<file path="config.mk">
export PLATFORM = sky130hd
export DESIGN_NAME = aha_reset_sequencer
export DESIGN_NICKNAME = d
export VERILOG_FILES = /design/src/rtl/aha_reset_sequencer.sv
export SDC_FILE = /design/constraint.sdc
export NUM_CORES = 1
export LEC_CHECK = 0
export ABC_AREA = 0
export BUFFER_PORTS_ARGS = -buffer_cell sky130_fd_sc_hd__buf_4
export CAP_MARGIN = 20
export CORE_MARGIN = 5
export CORE_UTILIZATION = 60
export DETAILED_ROUTE_END_ITERATION = 8
export GPL_TIMING_DRIVEN = 0
export PLACE_DENSITY = 0.93
export SYNTH_ARGS = -nofsm -noshare
export SYNTH_HDL_FRONTEND = slang
export SYNTH_SLANG_ARGS = --single-unit
export TNS_END_PERCENT = 30
</file>
<file path="constraint.sdc">
create_clock -name i_clk -period 3.6 [get_ports i_clk]
set_input_delay 0.18 -clock i_clk [delete_from_list [all_inputs] [get_ports i_clk]]
set_output_delay 0.18 -clock i_clk [all_outputs]
set_load 0.1 [all_outputs]
</file>
<file path="src/rtl/aha_reset_sequencer.sv">
// aha_reset_sequencer
// Purpose: issues software reset requests to NUM_TARGETS reset generators one
// at a time, lowest index first. Each target gets a 4-phase REQ/ACK handshake.
// Each handshake phase has a timeout, and an idle gap separates consecutive
// targets.
// Ports:
//   i_clk        SYS_FCLK system clock
//   i_rst        asynchronous active-high reset
//   i_seq_start  start pulse, honoured only when idle
//   i_seq_mask   targets to reset, sampled together with i_seq_start
//   i_seq_abort  stop after the current target's handshake completes
//   o_rst_req    one-hot (or zero) request to the reset generators
//   i_rst_ack    acknowledges from the generators, asynchronous to i_clk
//   o_busy       high whenever a sequence is active
//   o_done       one-cycle pulse at sequence end
//   o_err_mask   sticky per-target timeout flags
//   o_cur_idx    index of the target being serviced
module aha_reset_sequencer #(
   parameter  int NUM_TARGETS    = 8,
   parameter  int TIMEOUT_CYCLES = 256,
   parameter  int GAP_CYCLES     = 4,
   localparam int IW = (NUM_TARGETS > 32'sd1) ? $clog2(NUM_TARGETS) : 32'sd1
) (
   input  logic                   i_clk,
   input  logic                   i_rst,
   input  logic                   i_seq_start,
   input  logic [NUM_TARGETS-1:0] i_seq_mask,
   input  logic                   i_seq_abort,
   output logic [NUM_TARGETS-1:0] o_rst_req,
   input  logic [NUM_TARGETS-1:0] i_rst_ack,
   output logic                   o_busy,
   output logic                   o_done,
   output logic [NUM_TARGETS-1:0] o_err_mask,
   output logic [IW-1:0]          o_cur_idx
);

   localparam int TW = $clog2(TIMEOUT_CYCLES);
   localparam int GW = (GAP_CYCLES > 32'sd1) ? $clog2(GAP_CYCLES) : 32'sd1;
   localparam logic [TW-1:0]          TMO_LAST = TW'(TIMEOUT_CYCLES - 32'sd1);
   localparam logic [GW-1:0]          GAP_LAST = GW'(GAP_CYCLES - 32'sd1);
   localparam logic [NUM_TARGETS-1:0] ONE_HOT0 = NUM_TARGETS'(1'b1);
   localparam bit                     HAS_GAP  = (GAP_CYCLES > 32'sd0);

   typedef enum logic [2:0] {
      S_IDLE   = 3'd0,
      S_SCAN   = 3'd1,
      S_REQ_HI = 3'd2,
      S_REQ_LO = 3'd3,
      S_GAP    = 3'd4,
      S_FIN    = 3'd5
   } state_t;

   state_t                 r_state;
   logic [NUM_TARGETS-1:0] r_ack_s1;
   logic [NUM_TARGETS-1:0] r_ack_s2;
   logic [NUM_TARGETS-1:0] r_pend;
   logic                   r_abort_q;
   logic [IW-1:0]          r_cur_idx;
   logic [TW-1:0]          r_tmo_cnt;
   logic [GW-1:0]          r_gap_cnt;
   logic [NUM_TARGETS-1:0] r_rst_req;
   logic [NUM_TARGETS-1:0] r_err;
   logic                   r_busy;
   logic                   r_done;
   logic [IW-1:0]          w_low_idx;
   logic                   w_ack_cur;

   // Two-flop synchronizer for the asynchronous acknowledges.
   always_ff @(posedge i_clk or posedge i_rst) begin
      if (i_rst) begin
         r_ack_s1 <= {NUM_TARGETS{1'b0}};
         r_ack_s2 <= {NUM_TARGETS{1'b0}};
      end else begin
         r_ack_s1 <= i_rst_ack;
         r_ack_s2 <= r_ack_s1;
      end
   end

   // Lowest pending target: scanning high-to-low lets the lowest set bit win.
   always_comb begin
      w_low_idx = {IW{1'b0}};
      for (int k = NUM_TARGETS - 32'sd1; k >= 32'sd0; k--) begin
         w_low_idx = r_pend[k] ? IW'(k) : w_low_idx;
      end
   end

   assign w_ack_cur = r_ack_s2[r_cur_idx];

   // Sequencer state machine; every output is a register.
   always_ff @(posedge i_clk or posedge i_rst) begin
      if (i_rst) begin
         r_state   <= S_IDLE;
         r_pend    <= {NUM_TARGETS{1'b0}};
         r_abort_q <= 1'b0;
         r_cur_idx <= {IW{1'b0}};
         r_tmo_cnt <= {TW{1'b0}};
         r_gap_cnt <= {GW{1'b0}};
         r_rst_req <= {NUM_TARGETS{1'b0}};
         r_err     <= {NUM_TARGETS{1'b0}};
         r_busy    <= 1'b0;
         r_done    <= 1'b0;
      end else begin
         // Abort is only remembered here; SCAN is the one place it is acted on,
         // so an in-flight handshake always runs to completion.
         if ((r_state != S_IDLE) && i_seq_abort) begin
            r_abort_q <= 1'b1;
         end
         case (r_state)
            S_IDLE: begin
               if (i_seq_start) begin
                  r_pend    <= i_seq_mask;
                  r_err     <= {NUM_TARGETS{1'b0}};
                  r_abort_q <= 1'b0;
                  r_busy    <= 1'b1;
                  r_state   <= S_SCAN;
               end
            end
            S_SCAN: begin
               if ((r_pend == {NUM_TARGETS{1'b0}}) || r_abort_q) begin
                  r_done  <= 1'b1;
                  r_state <= S_FIN;
               end else begin
                  r_cur_idx         <= w_low_idx;
                  r_pend[w_low_idx] <= 1'b0;
                  r_tmo_cnt         <= {TW{1'b0}};
                  r_rst_req         <= ONE_HOT0 << w_low_idx;
                  r_state           <= S_REQ_HI;
               end
            end
            S_REQ_HI: begin
               // An acknowledge seen on the last allowed cycle still counts as success.
               if (w_ack_cur || (r_tmo_cnt == TMO_LAST)) begin
                  if (!w_ack_cur) begin
                     r_err[r_cur_idx] <= 1'b1;
                  end
                  r_rst_req <= {NUM_TARGETS{1'b0}};
                  r_tmo_cnt <= {TW{1'b0}};
                  r_state   <= S_REQ_LO;
               end else begin
                  r_tmo_cnt <= r_tmo_cnt + TW'(1'b1);
               end
            end
            S_REQ_LO: begin
               if (!w_ack_cur || (r_tmo_cnt == TMO_LAST)) begin
                  if (w_ack_cur) begin
                     r_err[r_cur_idx] <= 1'b1;
                  end
                  r_gap_cnt <= {GW{1'b0}};
                  r_state   <= HAS_GAP ? S_GAP : S_SCAN;
               end else begin
                  r_tmo_cnt <= r_tmo_cnt + TW'(1'b1);
               end
            end
            S_GAP: begin
               if (r_gap_cnt == GAP_LAST) begin
                  r_state <= S_SCAN;
               end else begin
                  r_gap_cnt <= r_gap_cnt + GW'(1'b1);
               end
            end
            S_FIN: begin
               r_done  <= 1'b0;
               r_busy  <= 1'b0;
               r_state <= S_IDLE;
            end
            default: begin
               r_rst_req <= {NUM_TARGETS{1'b0}};
               r_done    <= 1'b0;
               r_busy    <= 1'b0;
               r_state   <= S_IDLE;
            end
         endcase
      end
   end

   assign o_rst_req  = r_rst_req;
   assign o_busy     = r_busy;
   assign o_done     = r_done;
   assign o_err_mask = r_err;
   assign o_cur_idx  = r_cur_idx;

endmodule

</file>
# ---- After elaboration in Yosys (flattened, before gate mapping)
# Index checks and enable logic that the tools add are counted.
# Widths: inputs -> output; s select.
dict set report word_totals {
  out_inout_bits 21
  reg_bits 59
  input_bits 20
}
dict set report classes {
  n_lt_le_gt_ge 4
  n_eq_ne 17
  n_bitwise 7
  n_addsub 2
  shift 1
  reduce_logical 26
  muxes 46
}
# op count
set ops {}
lappend ops {{$mux 8} 12}
lappend ops {{$pmux 8 s3} 3}
lappend ops {{$mux 3} 13}
lappend ops {{$ne 2x2->1 const B} 10}
lappend ops {{$pmux 8 s2} 1}
lappend ops {{$pmux 3 s5} 1}
lappend ops {{$reduce_and 3->1} 4}
lappend ops {{$reduce_or 4->1} 3}
lappend ops {{$reduce_bool 3->1} 3}
lappend ops {{$add 8x1->8 const B} 1}
lappend ops {{$and 8x8->8} 1}
lappend ops {{$eq 8x8->1 const B} 1}
lappend ops {{$logic_not 8->1} 1}
lappend ops {{$lt 3x4->1 const B} 2}
lappend ops {{$mux 1} 8}
lappend ops {{$not 8->8} 1}
lappend ops {{$or 8x8->8} 1}
lappend ops {{$shl 1x3->8 const A} 1}
lappend ops {{$demux 1 s3} 2}
lappend ops {{$eq 3x2->1 const B} 2}
lappend ops {{$eq 3x3->1 const B} 2}
lappend ops {{$ge 3x1->1 const B} 2}
lappend ops {{$reduce_and 2->1} 3}
lappend ops {{$reduce_and 6->1} 1}
lappend ops {{14 further kinds} 24}

# ---- Longest topological paths before layout
# Gate-level depths: netlist (run 1).
dict set report logic_depth {
  depth_word 16
  depth_mapped 9
  ltp_nobuf 9
}

# ---- Least setup slack after synthesis (run 1)
# Ideal clock, no wire load.
dict set report synth_timing {
  kind {reg-to-reg}
  from {register r_cur_idx[0] (netlist: o_cur_idx[0])}
  to {register r_tmo_cnt[7]}
  path_slack_ns 0.848
  path_buffers 0
  synth_period_minus_slack_ns 2.752
  arrival_time_ns 2.634
  path_stages_with_launch 9
  path_cell_list {dfrtp_1 -> mux4_1 -> mux2i_2 -> or2_4 -> o211a_4 -> inv_2 -> or3b_1 -> a21oi_1 -> a21o_1}
}
dict set report synth_via {
  elab_chain_cells 6
  elab_cells_between_ends 9
  classes_between {eq/ne: 1; mux: 4; reduce/logical: 4}
}
# element line
set synth_lines {}
lappend synth_lines {{from (decl)} 58} ;# logic [IW-1:0] r_cur_idx;
lappend synth_lines {{from (signal assigned)} 95} ;# r_cur_idx <= {IW{1'b0}};
lappend synth_lines {{from (signal assigned)} 123} ;# r_cur_idx <= w_low_idx;
lappend synth_lines {{$bmux 1 s3 *} 87} ;# assign w_ack_cur = r_ack_s2[r_cur_idx];
lappend synth_lines {{$mux 1 (implied by the code) *} 87}
lappend synth_lines {{$logic_not 1->1} 144} ;# if (!w_ack_cur || (r_tmo_cnt == TMO_LAST)) begin
lappend synth_lines {{$logic_or 1x1->1} 144}
lappend synth_lines {{$ne 2x2->1 (no line)} --}
lappend synth_lines {{$reduce_and 3->1 (no line)} --}
lappend synth_lines {{to (signal assigned)} 137} ;# r_tmo_cnt <= {TW{1'b0}};
lappend synth_lines {{to (signal assigned)} 140} ;# r_tmo_cnt <= r_tmo_cnt + TW'(1'b1);
lappend synth_lines {{to (signal assigned)} 151} ;# r_tmo_cnt <= r_tmo_cnt + TW'(1'b1);
lappend synth_lines {{to (decl)} 59} ;# logic [TW-1:0] r_tmo_cnt;
# Every way passes the cells marked *; elsewhere a longest branch is shown, timed or not. The select of a mux whose other input is x is not followed.
# A chain may end at the register's enable or synchronous reset.

# ---- Final worst setup path (run 1)
dict set report layout_timing {
  from {register r_cur_idx[0] (netlist: o_cur_idx[0])}
  to {register r_rst_req[5] (netlist: o_rst_req[5])}
}
dict set report layout_via {
  elab_chain_cells 5
}
# element line
set layout_lines {}
lappend layout_lines {{$bmux 1 s3} 87}
lappend layout_lines {{$mux 1 (implied by the code)} 87}
lappend layout_lines {{$logic_or 1x1->1} 132} ;# if (w_ack_cur || (r_tmo_cnt == TMO_LAST)) begin
lappend layout_lines {{$ne 2x2->1 (no line)} --}
lappend layout_lines {{$reduce_and 3->1 (no line)} --}
lappend layout_lines {{to (signal assigned)} 98} ;# r_rst_req <= {NUM_TARGETS{1'b0}};
lappend layout_lines {{to (signal assigned)} 126} ;# r_rst_req <= ONE_HOT0 << w_low_idx;
lappend layout_lines {{to (signal assigned)} 136} ;# r_rst_req <= {NUM_TARGETS{1'b0}};
lappend layout_lines {{to (decl)} 61} ;# logic [NUM_TARGETS-1:0] r_rst_req;
# Every way passes these cells. The select of a mux whose other input is x is not followed.

==> results of run 1 <==
[path summary, 6_finish.rpt]
path | cells past startpoint | slack [ns] | endpoint
setup / recovery | 7 | 1.15 | o_rst_req[5]
hold / removal | 3 | 0.04 | r_pend[2]
setup reg to reg | 7 | 1.15 | o_rst_req[5]
hold reg to reg | 0 | 0.35 | r_ack_s2[4]
max in group asynchronous | 4 | 2.63 | r_pend[3]
min in group asynchronous | 3 | 0.41 | o_err_mask[5]
[layout make-up]
| type | count | share of cell area, % |
|---|---|---|
| buffer | 8 | 1.57 |
| clock buffer | 10 | 4.31 |
| clock inverter | 6 | 1.57 |
| inverter | 6 | 0.705 |
| multi-input combinational | 150 | 30.9 |
| sequential | 59 | 46.2 |
| tap | 50 | 1.96 |
| timing repair buffer | 50 | 12.8 |
[cells by family (layout without fill, tap and decap cells)]
family | after synthesis | in the layout | share of synthesized area [%]
multiplexers | 9 | 9 | 5.08
flip-flops | 59 | 59 | 58.2
XOR/XNOR | 1 | 1 | 0.346
adder cells (fa/ha/maj) | 2 | 2 | 0.987
buffers and inverters | 14 | 80 | 2.86
AO/OA/AOI/OAI | 62 | 62 | 17.0
AND/OR/NAND/NOR | 76 | 76 | 15.5
[cell usage after synthesis, types with 2 or more instances]
cell type  count
a21oi_1        8
a22o_1        10
a31oi_1        3
a32o_1         3
and2_1         2
clkbuf_1       4
dfrtp_1       59
ha_1           2
inv_1          5
mux2_2         2
mux2i_1        4
mux4_1         2
nand2_1       28
nand2b_1       3
nand3_1        5
nand3b_1       2
nor2_1        12
nor2b_1        4
nor3_1         5
nor3b_1        2
nor4_1         2
o21ai_0       20
o21bai_1       3
o2bb2ai_1      2
o31ai_1        6
or4_1          2
[per-stage QoR]
step | worst slack (ns) | cell area (um2) | utilization [%]
2_1_floorplan | 0.848 | 2530 | -
3_5_place_dp | 1.21 | 2920 | 71.9
3_3_place_gp | 1.33 | 2900 | 71.4
4_1_cts | 1.15 | 3200 | 78.8
6_report | 1.15 | 3200 | 78.8
5_1_grt | 1.07 | 3200 | 78.8
[worst register-to-register path, cell delays in order, from the launching register on]
cell	delay, ns
dfrtp_1	0.47
mux4_1	0.62
mux2i_2	0.30
a21oi_1	0.15
o21ai_0	0.26
and2_1	0.17
buf_2	0.22
a22o_1	0.20
[per-layer routing]
layer	track usage, %	routed length (um)	vias up
li1	-	-	939
met1	32.7	2440	1025
met2	43.5	3300	130
met3	6.14	482	28
met4	14.8	280	0
met5	0	0	-
[flip-flops by register name, indices dropped and copies added (netlist names)]
| signal | count |
|---|---|
| r_tmo_cnt | 8 |
| o_done | 1 |
| o_cur_idx | 3 |
| r_gap_cnt | 2 |
| r_abort_q | 1 |
| r_ack_s2 | 8 |
| r_pend | 8 |
| r_state | 3 |
| o_rst_req | 8 |
| o_err_mask | 8 |
| o_busy | 1 |
| r_ack_s1 | 8 |
[layout by cell type, fill, tap and decap left out, types with 5 or more instances in the layout]
cell type      count
dfrtp_1           59
buf_4             40
nand2_1           28
o21ai_0           20
nor2_1            12
clkbuf_8          11
a22o_1            10
dlygate4sd3_1      9
a21oi_1            8
o31ai_1            6
nor3_1             5
nand3_1            5
[repair_timing]
action                    4_1_cts  5_1_grt
hold endpoints to repair       27        0
hold buffers                    9        0
resized for setup               0        0
[power groups by stage]
stage               clock, W  combinational [W]  sequential [W]
finish              0.000563            0.00125        0.000959
global route        0.000599            0.00133        0.000974
CTS                 0.000559            0.00122        0.000946
detailed placement         0            0.00120        0.000948
global placement           0            0.00115        0.000944
floorplan                  0           0.000562         0.00130
==> out/metrics.cfg, run 1 <==
[clock_tree]
cts_buffers=9
clkTransAtPathRegs_ns=0.08
post_cts_buffers=0
htree_num_levels=3
cts_max_path_buffers=2
cts_tree=built
clk_latency_ns=0.34
clock-sinks=59
cts-root-buf=clkbuf_8

[layout]
drive_above_1_share_pct=25.3
seqCellArea_um2=1480
diodes=0
area_delta_synth_final_pct=26.1
final_nets=306
multi_input_area_um2=986
final_cells=339
fill_cells=215

[logic_synthesis]
ys_ff_latch=59
seq_area_frac_synth_pct=58.2
synth_top_area_share_pct=58.2
synthesis.nets=245
yosysTopAreaCell=dfrtp_1
synth_ff_type=dfrtp_1
ys_warn_count=0
ys_types=49
synth-async-reset-ratio_pct=100
netlist_area_um2=2530
syn_inst=223
avgSynthCellArea_um2=11.4
synth.area.top_cells=dfrtp_1 (58%), nand2_1 (4.1%), o21ai_0 (3.9%)
synth_edf_count=0

[grt]
grtUsageTotal_pct=26.7
grt_overflow=0
grt_pass1_vias=2198
grt_max_degree=41
grt_pass1_wl_mm=11.0
antenna_found_initial=0

[timing]
rsz0062_at_grt=no
timing.setup.tns_ns=0
final-setup-viol-count=0
relSlewSlack_pct=57.4
finalHoldViolCount=0
finClkSkew_ns=0.0152
period_share_pct=68.0
tightest_slew_ns=0.633
drv_slew=0
clock.fmax_mhz=409
whs_ns=0.0426
post-route-min-period_ns=2.45

[floorplanning]
die_h_um=75
fp.dieW_um=75
core_area_um2=4060
boundaryPins=41
dieArea_um2=5630
rows=23
start_util_pct=62.5

[drt]
drt_iter0_drc=180
drt-pass1-iter-count=5
vias=2122
via_per_inst=6.26
ant_nets=0
wirelength_mm=6.51
wl_per_cell_um=19.2
drc=0

[worst_hold_path]
hold_class=in2reg
worstHoldStart=i_seq_mask[2]

[setup_path]
crit_start=o_cur_idx[0]
critPathKind=reg2reg
critPathCaptureType=flip-flop
crit_required_ns=3.88
cp_cell_sequence=mux4_1, mux2i_2, a21oi_1, o21ai_0, and2_1, buf_2, a22o_1
reg2reg_from=o_cur_idx[0]
slowest_stage=mux4_1
critPathBufInv=1
worstPathArrival_ns=2.72
max_stage_delay_ns=0.62
crit_fanout=8
start_kind=flip-flop
crit_family=multiplexers

[pwr]
finalPower_w=0.00278
p_sw_w=0.00130
combPwrFrac_pct=45.2
ir_drop_mv=0.689
p_per_area_nw_per_um2=869
intPower_w=0.00147
clockPowerShare_pct=20.3
p_sw_share_pct=46.9
p_seq_share_pct=34.5
p_leak_nw=1.47

[job]
maxCapViolCount=0

[run_status]
status=finished clean

[placed_design]
hpwl_mm=3.84
gp_congestion=0.784
portBuffers=40
place_inst=314

Note: power is estimated with default switching activity, not from simulation.
==> inputs of run 2 (changes only) <==
--- a/config.mk
+++ b/config.mk
@@ -9,10 +9,10 @@
 export BUFFER_PORTS_ARGS = -buffer_cell sky130_fd_sc_hd__buf_4
 export CAP_MARGIN = 20
 export CORE_MARGIN = 5
-export CORE_UTILIZATION = 60
+export CORE_UTILIZATION = 55
 export DETAILED_ROUTE_END_ITERATION = 8
 export GPL_TIMING_DRIVEN = 0
-export PLACE_DENSITY = 0.93
+export PLACE_DENSITY = 0.87
 export SYNTH_ARGS = -nofsm -noshare
 export SYNTH_HDL_FRONTEND = slang
 export SYNTH_SLANG_ARGS = --single-unit
==> constraint.sdc (replaced) <==
create_clock -name i_clk -period 2.5 [get_ports i_clk]
set_input_delay 0.125 -clock i_clk [delete_from_list [all_inputs] [get_ports i_clk]]
set_output_delay 0.125 -clock i_clk [all_outputs]
set_load 0.1 [all_outputs]
==> run 2 against run 1 <==
  * Register-to-register slack worse by 0.98 ns
  * Wire length is 0.74% higher
  * Cell count is 2.7% higher
  * Sequential share of layout area is 1.2 points lower
  * Critical path depth is 1 higher
  * Setup slack worse by 0.98 ns
  * Critical endpoint is now r_tmo_cnt[7]
  * Largest cell class unchanged
  * First-iteration DRC count is 4.4% higher
  * Critical path type unchanged
==> out/metrics.cfg, run 2 (same netlist as run 1, synthesis figures left out) <==
[pwr]
p_leak_nw=1.51
p_per_area_nw_per_um2=1250
ir_drop_mv=0.914

[setup_path]
crit_start=o_cur_idx[0]
worstPathArrival_ns=2.55
crit_fanout=7
slowest_stage=mux4_1
start_kind=flip-flop
critPathBufInv=1
crit_required_ns=2.73
max_stage_delay_ns=0.62
rrSetupSlack_ns=0.17
reg2reg_from=o_cur_idx[0]
critPathCaptureType=flip-flop
critPathKind=reg2reg
cp_cell_sequence=mux4_1, mux2i_2, or2_4, o211a_4, inv_2, or3b_1, a21oi_1, a21o_1
endpoint=r_tmo_cnt[7]
reg2reg_to=r_tmo_cnt[7]
reg2regPathDepth=8
crit_family=multiplexers
cp.depth=8

[job]
maxCapViolCount=0

[layout]
fill_cells=260
final_nets=313
layout_common_cells=dfrtp_1 (57), buf_4 (42), nand2_1 (28)
final_util_pct=74.4
diodes=0
drive_above_1_share_pct=26.0
layout_commonest_cell=dfrtp_1
area_delta_synth_final_pct=29.6

[timing]
timing.setup.tns_ns=0
drv_slew=0
tightest_slew_ns=0.560
clock.fmax_mhz=430
whs_ns=0.0208
period_share_pct=93.0
fin_ws_ns=0.175
final-setup-viol-count=0
finClkSkew_ns=0.0130
post-route-min-period_ns=2.33
rsz0062_at_grt=no
finalHoldViolCount=0
relSlewSlack_pct=62.7

[clock_tree]
cts_buffers=9
cts_tree=built
cts_max_path_buffers=2
cts_resized=0
clkTransAtPathRegs_ns=0.08
cts-root-buf=clkbuf_8
htree_num_levels=3
clk_latency_ns=0.34
clock-sinks=59

[floorplanning]
die_h_um=77.9
rows=24
start_util_pct=57.4
fp.dieW_um=77.9
core_area_um2=4410
boundaryPins=41
dieArea_um2=6070

[drt]
via_per_inst=6.09
drc=0
wl_per_cell_um=18.8
drt_iter0_drc=188
vias=2119
wirelength_mm=6.55
ant_nets=0
drt-pass1-iter-count=4

[grt]
grt_overflow=0
grt_max_degree=37
antenna_found_initial=0
grt_pass1_vias=2272
grtUsageTotal_pct=23.2
grt_pass1_wl_mm=10.9

[placed_design]
dp_slack_ns=0.210
portBuffers=40
gp_congestion=0.778
hpwl_mm=3.86

[run_status]
status=finished clean

[worst_hold_path]
hold_class=in2reg

-- run 2: cell types whose count changed in the layout (fill, tap and decap cells not counted) --
cell / before / now
clkinv_4: 3 / 2
dlygate4sd3_1: 9 / 14
clkbuf_8: 11 / 10
buf_4: 40 / 42
dfrtp_2: 0 / 2
dfrtp_1: 59 / 57
clkinvlp_4: 2 / 0
bufinv_16: 0 / 1
inv_6: 1 / 4
-- run 2: per-stage QoR --
stage | instances | area (um2) | total power, W
2_1_floorplan | 223 | 2540 | 0.00269
4_1_cts | 346 | 3270 | 0.00404
3_5_place_dp | 316 | 2920 | 0.00309
3_3_place_gp | 315 | 2900 | 0.00302
5_1_grt | 348 | 3280 | 0.00431
6_report | 348 | 3280 | 0.00411
-- run 2: metal layers --
layer | global-route usage, % | part of all wire [%] | vias up
met1 | 26.3 | 38 | 1044
met5 | 0 | 0 | -
li1 | - | - | 949
met3 | 6.37 | 6.0 | 28
met4 | 15.0 | 4.2 | 0
met2 | 38.1 | 52 | 98
-- run 2: how the worst min path moves through the flow --
stage | endpoint | cells after the start | slack, ns | startpoint
5_1_grt | r_abort_q | 3 | 0.04 | i_seq_abort
4_1_cts | r_abort_q | 3 | 0.02 | i_seq_abort
3_3_place_gp | r_ack_s1[0] | 1 | 0.23 | i_rst_ack[0]
6_report | r_abort_q | 3 | 0.02 | i_seq_abort
2_1_floorplan | r_ack_s1[0] | 0 | 0.16 | i_rst_ack[0]
3_5_place_dp | r_ack_s1[5] | 2 | 0.21 | i_rst
-- run 2: worst reg2reg max path: cells and delay by family (launching register included) --
| kind | cells | cell delay, ns |
|---|---|---|
| AND/OR/NAND/NOR | 2 | 0.37 |
| buffers and inverters | 1 | 0.08 |
| AO/OA/AOI/OAI | 3 | 0.40 |
| multiplexers | 2 | 0.93 |
| flip-flops | 1 | 0.44 |
-- run 2: area by class of cell --
cell class              instances  area [um2]  area share (%)
well taps                      52        65.1            1.98
repair buffers                 57         475            14.5
inverters                       6        22.5           0.686
plain buffers                   8        50.0            1.52
clock inverters                 7        82.6            2.51
clock buffers                   9         124            3.77
flip-flops and latches         59        1480            45.0
multi-input cells             150         986            30.0
-- run 2: power by group --
part / internal [W] / switching [W] / leakage (nW)
Sequential: 0.00116 / 0.000235 / 0.749
Combinational: 0.000580 / 0.00121 / 0.656
Clock: 0.000478 / 0.000441 / 0.105
-- run 2: timing repair --
action                                  in CTS  in global routing
setup buffers                                0                  2
hold buffers                                14                  0
hold endpoints to repair                    36                  0
endpoints found under the setup margin       0                  4
==> inputs of run 3 (changes only) <==
--- a/config.mk
+++ b/config.mk
@@ -13,6 +13,7 @@
 export DETAILED_ROUTE_END_ITERATION = 8
 export GPL_TIMING_DRIVEN = 0
 export PLACE_DENSITY = 0.87
+export RECOVER_POWER = 50
 export SYNTH_ARGS = -nofsm -noshare
 export SYNTH_HDL_FRONTEND = slang
 export SYNTH_SLANG_ARGS = --single-unit
==> run 3 against run 2 <==
  * Maximum frequency fell by 0.17%
  * Core utilization down 0.43 points
  * Wire length about the same
  * Count of clock-buffer cells in the layout stayed put
  * Die area is the same
  * Flip-flop and latch count unchanged
  * Clock power about the same
  * Hold slack gained 0.0014 ns
  * Critical path depth unchanged
  * Critical endpoint unchanged
==> out/metrics.cfg, run 3 (same netlist as run 1, synthesis figures left out) <==
[worst_hold_path]
hold_class=in2reg

[timing]
rsz0062_at_grt=no
post-route-min-period_ns=2.33
drv_slew=0
finClkSkew_ns=0.0150
period_share_pct=93.2
timing.setup.tns_ns=0
fin_ws_ns=0.171
clock.fmax_mhz=429
final-setup-viol-count=0
finalHoldViolCount=0
tightest_slew_ns=0.879
relSlewSlack_pct=41.3

[setup_path]
critPathKind=reg2reg
cp_cell_sequence=mux4_1, mux2i_2, or2_4, o211a_4, inv_2, or3b_1, a21oi_1, a21o_1
start_kind=flip-flop
crit_required_ns=2.73
critPathCaptureType=flip-flop
crit_family=multiplexers
critPathBufInv=1
max_stage_delay_ns=0.62
slowest_stage=mux4_1
crit_fanout=7
worstPathArrival_ns=2.56

[job]
maxCapViolCount=0

[placed_design]
portBuffers=40
hpwl_mm=3.86
dp_slack_ns=0.210
gp_congestion=0.778
postPlaceCellArea_um2=2920

[clock_tree]
cts_tree=built
cts_max_path_buffers=2
clkTransAtPathRegs_ns=0.08
clk_latency_ns=0.34
cts_resized=0
clock-sinks=59
htree_num_levels=3
cts-root-buf=clkbuf_8
cts_buffers=9

[layout]
layout_commonest_cell=dfrtp_1
fill_cells=264
layout_common_cells=dfrtp_1 (57), buf_4 (33), nand2_1 (28)
area_delta_synth_final_pct=28.8
drive_above_1_share_pct=25.3
stdcell_area_um2=3270
final_nets=313
diodes=0
final_util_pct=74.0

[drt]
ant_nets=0
via_per_inst=6.05
drt-pass1-iter-count=4
wl_per_cell_um=18.8
vias=2104
drc=0
wirelength_mm=6.55
drt_iter0_drc=188

[grt]
grt_max_degree=37
grt_overflow=0
grt_pass1_vias=2272
grtUsageTotal_pct=23.2
grt_pass1_wl_mm=10.9
antenna_found_initial=0

[pwr]
ir_drop_mv=0.915
p_sw_w=0.00189
finalPower_w=0.00411
p_per_area_nw_per_um2=1260
clockPowerShare_pct=22.4
p_sw_share_pct=46.0
p_leak_nw=1.50
combPwrFrac_pct=43.5
intPower_w=0.00222
p_seq_share_pct=34.1

[floorplanning]
start_util_pct=57.4
fp.dieW_um=77.9
die_h_um=77.9
boundaryPins=41
dieArea_um2=6070
core_area_um2=4410
rows=24

[run_status]
status=finished clean

[run 3: cell count changes in the layout (fill, tap and decap cells not counted), sizes merged]
cell    before  now
clkbuf      15   25
buf         45   35
[run 3: worst paths after layout]
path	slack, ns	depth (start not counted)	startpoint	end
min reg2reg	0.36	0	r_ack_s1[3]	r_ack_s2[3]
max in group asynchronous	0.56	4	i_rst	o_cur_idx[2]
min	0.02	3	i_seq_abort	r_abort_q
max reg2reg	0.17	8	o_cur_idx[0]	r_tmo_cnt[7]
min in group asynchronous	0.53	3	i_rst	o_err_mask[1]
max	0.17	8	o_cur_idx[0]	r_tmo_cnt[7]
[run 3: metal layers]
metal / track usage, % / part of all wire (%)
met1: 26.3 / 39
met2: 38.1 / 51
met3: 6.37 / 6.2
met4: 15.0 / 4.0
met5: 0 / 0
[run 3: repair_timing]
item | in CTS | in global routing
setup buffers | 0 | 2
hold buffers | 14 | 0
hold endpoints to repair | 36 | 0
setup endpoints to repair | 0 | 4
[run 3: layout make-up]
class,instances,area (um2),share of cell area (%)
plain buffers,8,50.0,1.53
clock buffers,9,124,3.79
clock inverters,7,82.6,2.53
inverters,6,22.5,0.690
multi-input cells,150,986,30.2
flip-flops and latches,59,1480,45.3
well taps,52,65.1,1.99
repair buffers,57,457,14.0
[run 3: power groups by stage]
stage	registers (W)	logic, W	clock network [W]
floorplan	0.00188	0.000808	0
global placement	0.00136	0.00165	0
detailed placement	0.00138	0.00172	0
CTS	0.00137	0.00175	0.000917
global route	0.00142	0.00191	0.000970
finish	0.00140	0.00179	0.000920
[run 3: tightest hold or removal path, stage by stage]
cell	delay, ns
buf_4	0.08
o21bai_1	0.05
o21ai_0	0.07
[run 3: metrics by stage]
step,cells,hold slack [ns]
CTS,346,0.0189
floorplan,223,0.156
global placement,315,0.234
finish,348,0.0222
detailed placement,316,0.208
global route,348,0.0363
